<file path="config.mk">
export PLATFORM = sky130hd
export DESIGN_NAME = alu_sequencer
export DESIGN_NICKNAME = d
export VERILOG_FILES = /design/src/rtl/alu_sequencer.sv
export SDC_FILE = /design/constraint.sdc
export NUM_CORES = 1
export LEC_CHECK = 0
export CAP_MARGIN = 10
export CORE_UTILIZATION = 25
export CTS_BUF_LIST = sky130_fd_sc_hd__clkbuf_8
export DETAILED_ROUTE_END_ITERATION = 10
export SETUP_SLACK_MARGIN = 0.2
export SLEW_MARGIN = 30
export SYNTH_ARGS = -nofsm -noshare
export SYNTH_HDL_FRONTEND = slang
export SYNTH_SLANG_ARGS = --single-unit
</file>
<file path="constraint.sdc">
create_clock -name clk -period 2.15 [get_ports clk]
set_clock_uncertainty 0.1 [all_clocks]
set_input_delay 0.215 -clock clk [delete_from_list [all_inputs] [get_ports clk]]
set_output_delay 0.215 -clock clk [all_outputs]
set_load 0.005 [all_outputs]
</file>
<file path="src/rtl/alu_sequencer.sv">
// alu_sequencer: instruction sequencer for the ALU + accumulator pair.
// Decodes OP/CMP/LDI/REP, applies repeat counts and holds the flags.
module alu_sequencer #(
  parameter int              DATA_W  = 8,
  parameter int              SEL_W   = 4,
  parameter logic [SEL_W-1:0] ADD_SEL = '0
) (
  input  logic              clk,
  input  logic              clb,
  input  logic              instr_valid,
  input  logic [13:0]       instr,
  output logic              instr_ready,
  input  logic [DATA_W-1:0] acc_in,
  input  logic              alu_carry,
  input  logic              alu_zero,
  output logic [DATA_W-1:0] alu_a,
  output logic [DATA_W-1:0] alu_b,
  output logic [SEL_W-1:0]  alu_sel,
  output logic              load_acc,
  output logic              carry_flag,
  output logic              zero_flag,
  output logic              done,
  output logic              busy
);

  typedef enum logic [1:0] {
    S_IDLE,
    S_EXEC,
    S_DONE
  } state_t;

  typedef enum logic [1:0] {
    M_OP  = 2'b00,
    M_CMP = 2'b01,
    M_LDI = 2'b10,
    M_REP = 2'b11
  } mode_t;

  state_t      state_q;
  logic [13:0] ir_q;
  logic [7:0]  rep_q;
  logic [7:0]  iter_q;
  logic        cf_q;
  logic        zf_q;

  mode_t              in_mode;
  mode_t              ir_mode;
  logic [DATA_W-1:0]  ir_imm;
  logic [SEL_W-1:0]   ir_sel;

  assign in_mode = mode_t'(instr[13:12]);
  assign ir_mode = mode_t'(ir_q[13:12]);
  assign ir_imm  = DATA_W'(ir_q[7:0]);
  assign ir_sel  = SEL_W'(ir_q[11:8]);

  assign instr_ready = (state_q == S_IDLE);
  assign busy        = (state_q != S_IDLE);
  assign done        = (state_q == S_DONE);
  assign carry_flag  = cf_q;
  assign zero_flag   = zf_q;

  // Operand A follows acc_in live so repeated iterations chain.
  always_comb begin
    alu_a    = '0;
    alu_b    = '0;
    alu_sel  = '0;
    load_acc = 1'b0;
    if (state_q == S_EXEC) begin
      unique case (ir_mode)
        M_OP: begin
          alu_a    = acc_in;
          alu_b    = ir_imm;
          alu_sel  = ir_sel;
          load_acc = 1'b1;
        end
        M_CMP: begin
          alu_a   = acc_in;
          alu_b   = ir_imm;
          alu_sel = ir_sel;
        end
        M_LDI: begin
          alu_a    = ir_imm;
          alu_sel  = ADD_SEL;
          load_acc = 1'b1;
        end
        M_REP: ;
      endcase
    end
  end

  always_ff @(posedge clk or negedge clb) begin
    if (!clb) begin
      state_q <= S_IDLE;
      ir_q    <= '0;
      rep_q   <= '0;
      iter_q  <= '0;
      cf_q    <= 1'b0;
      zf_q    <= 1'b0;
    end else begin
      unique case (state_q)
        S_IDLE: begin
          if (instr_valid) begin
            ir_q <= instr;
            if (in_mode == M_REP) begin
              rep_q   <= instr[7:0];
              state_q <= S_DONE;
            end else begin
              iter_q  <= (rep_q == 8'd0) ? 8'd1 : rep_q;
              rep_q   <= '0;
              state_q <= S_EXEC;
            end
          end
        end
        S_EXEC: begin
          cf_q   <= alu_carry;
          zf_q   <= alu_zero;
          iter_q <= iter_q - 8'd1;
          if (iter_q <= 8'd1) state_q <= S_DONE;
        end
        S_DONE: state_q <= S_IDLE;
        default: state_q <= S_IDLE;
      endcase
    end
  end

endmodule

</file>
==> results.md <==
- Worst-skew pair later-pin latency: 0.29 ns
- Diode count: 0
- Most frequent cells in the layout: dfrtp_1 (33), clkdlybuf4s50_1 (30), nand2_1 (29)
- Vias in the first global route: 1574
- Post-synth top area cell: dfrtp_1
- DP HPWL: 3130 um
- Vias per cell: 4.35
- Top cell by count, worst path: buf_4
- Critical-path cell list: nor2b_2, buf_6, buf_4, buf_4, a21oi_1, nor2_1, dlygate4sd2_1
- Req. time, crit path: 1.84 ns
- Crit path capture: alu_a[4]
- Leakage: 1.27 nW
- First-pass GRT wire length: 7630 um
- Crit path depth: 7
- Share of post-route cells with drive strength above 1: 0.210
- Count of cell types in the netlist: 36
- Crit Path Category: flip-flop to primary output
- Hold Vio Cnt, Final: 0
- CP max FO: 6
- Nets: 290
- Critical R2R Capture: iter_q[3]$_DFFE_PN0P_
- Syn avg cell area: 9.48 um2
- CTS H-tree depth: 2
- Worst EP arrival: 1.65 ns
- Post-route DRC: 0
- Slew @ Worst Pin: 0.776 ns
- Routed Antenna Nets: 0
- Port Buf Inserts: 52
- Root Driver: clkbuf_8
- Crit. End Element: primary output
- Yosys top cell area share: 0.468
- Die Ht: 87.3 um
- Leading cell type in the layout, fill and taps excluded: dfrtp_1
- Final std cells w/o fill: 358
- Final Util: 0.389
- Fin crit share: 0.913
- Synth Instances: 192
- DR WL/cell: 13.0 um
- Worst slew margin: 0.483
- Global route overflow: 0
- Initial core utilization: 0.263
- Placement Rows: 30
- Placed insts: 335
- Clock-pin slew on the worst setup and hold paths: 0.07 ns
- Clock Tree Buf Depth: 2
- Tmin final: 1.96 ns
- DRT Pass-1 Iters: 4
- Leading post-synthesis cells by cell area: dfrtp_1 (47%), mux2_4 (8.3%), nand2_1 (6.0%)
- DR iter-0 viols: 69
- TritonCTS clock tree: done
- Gr usage total: 0.133
- Final Routed Wirelength: 4640 um
- CP Launch Type: flip-flop
- GP Congestion: 0.840
- R2R depth: 5
- Count of warnings emitted by yosys: 0
- Critical-path top delay cell: dfrtp_1
- Max Cap Violations: 0
- Max-slew violation count: 0
- Setup-failing EPs final: 0
- Initial antenna violation count: 0
- PD cells: 1390 nW/um2
- Die W: 87.3 um
- Fin Setup TNS: 0 ns
- Die Area: 7620 um2
- Hold WS: 0.355 ns
- Io pins: 53
- Pwr Total: 3.73 mW
- Clk sinks: 34
- Synthesized area: 1820 um2
- Critical path buffer and inverter count: 4
- Slowest stage delay, CP: 0.39 ns
- Crit. Startpoint: ir_q[13]$_DFFE_PN0P_
- Layout area overhead: 47.7%
- Via count: 1559
- Core box area: 6910 um2
- Critical R2R Launch: state_q[0]$_DFFE_PN0P_
- FF+latch count, synth: 34
- Peak supply drop: 0.000649 V
- Hold crit path type: input port to flip-flop
- Status: finished clean
- Largest net degree at the start of global routing: 35
- FILL cells: 709
- RSZ-0062 raised after global routing: yes
- Proportion of synthesized chip area in sequential cells: 0.468
- R2r setup slk: 0.38 ns
- Max Freq: 509 MHz
- CP top delay family: buffers and inverters
- Num CTS Buffers: 5
- Post-Syn Nets: 221
[per-layer routing]
| layer | vias to the layer above | global-route usage | wire [um] |
|---|---|---|---|
| met3 | 5 | 0.0341 | 265 |
| met5 | - | 0 | 0 |
| met1 | 719 | 0.177 | 2230 |
| met2 | 45 | 0.207 | 2090 |
| li1 | 790 | - | - |
| met4 | 0 | 0.0492 | 52 |
[per-stage QoR]
step | instance area, um2 | setup WS, ns
finish | 2690 | 0.187
global route | 2690 | 0.121
CTS | 2630 | 0.139
detailed placement | 2450 | 0.236
global placement | 2450 | 0.267
floorplan | 1820 | 0.585
[synth_stat cells]
library cell,number
nor4b_1,1
or4_4,1
clkbuf_1,7
nor4_1,1
nand2b_1,3
or2_1,1
nand3b_1,1
a22oi_1,1
and2_1,13
a21boi_0,1
a211o_1,1
inv_1,3
a2bb2oi_1,1
o21ai_0,15
nor4_2,1
or3_1,1
buf_1,1
nor2b_1,11
ha_1,2
dfrtp_1,34
o2bb2ai_1,2
buf_6,2
nor2_1,18
o21bai_1,1
o211ai_1,2
buf_2,3
mux2_2,4
nand2_1,29
nor3_1,1
nand3_1,3
o41ai_1,1
a21oi_1,13
or3b_1,1
o221ai_1,1
mux2_4,10
nand4_1,1
[report_power, final]
part	switching (mW)	internal [mW]	total [mW]
Sequential	0.234	0.930	1.16
Clock	0.241	0.257	0.498
Combinational	0.909	1.16	2.07
Total	1.38	2.35	3.73
[worst min path at each step]
stage	start	to	depth (start not counted)
2_1_floorplan	clb	carry_flag$_DFFE_PN0P_	0
3_3_place_gp	clb	ir_q[0]$_DFFE_PN0P_	1
3_5_place_dp	clb	ir_q[0]$_DFFE_PN0P_	1
4_1_cts	alu_zero	zero_flag$_DFFE_PN0P_	3
5_1_grt	alu_carry	carry_flag$_DFFE_PN0P_	3
6_report	alu_carry	carry_flag$_DFFE_PN0P_	3
[registers in the layout (all words and copies together), names as in the netlist]
signal / count
ir_q: 14
iter_q: 8
rep_q: 8
state_q: 2
carry_flag: 1
zero_flag: 1
[worst reg2reg max path, cell delays in order (launching register included)]
cell and delay, ns:
dfrtp_2 0.44, buf_4 0.15, or3b_1 0.39, buf_4 0.25, nor2_1 0.21, o21ai_0 0.12
[timing repair]
| action | 4_1_cts | 5_1_grt |
|---|---|---|
| pin swaps | 1 | 1 |
| gates resized for setup | 25 | 13 |
| cloned | 1 | 0 |
| endpoints found under the hold margin | 34 | 0 |
| buffers inserted | 9 | 4 |
| hold buffers | 1 | 0 |
| endpoints found under the setup margin | 21 | 10 |
[final cells by class]
class	count	area (um2)	share of cell area
timing repair buffer	75	689	0.257
clock inverter	2	12.5	0.00466
sequential	34	852	0.317
clock buffer	6	82.6	0.0307
inverter	3	11.3	0.00419
tap	96	120	0.0447
multi-input combinational	142	918	0.342
[kinds of logic (layout without fill, tap and decap cells)]
kind of cell | Yosys count | after routing | synth area share
adders and majority gates | 2 | 2 | 0.0138
buffers and inverters | 16 | 86 | 0.0433
and+or+nand+nor | 87 | 87 | 0.241
AOI/OAI and AO/OA | 39 | 39 | 0.127
muxes | 14 | 14 | 0.107
DFF | 34 | 34 | 0.468
No activity file was read; power rests on OpenSTA's default activity.
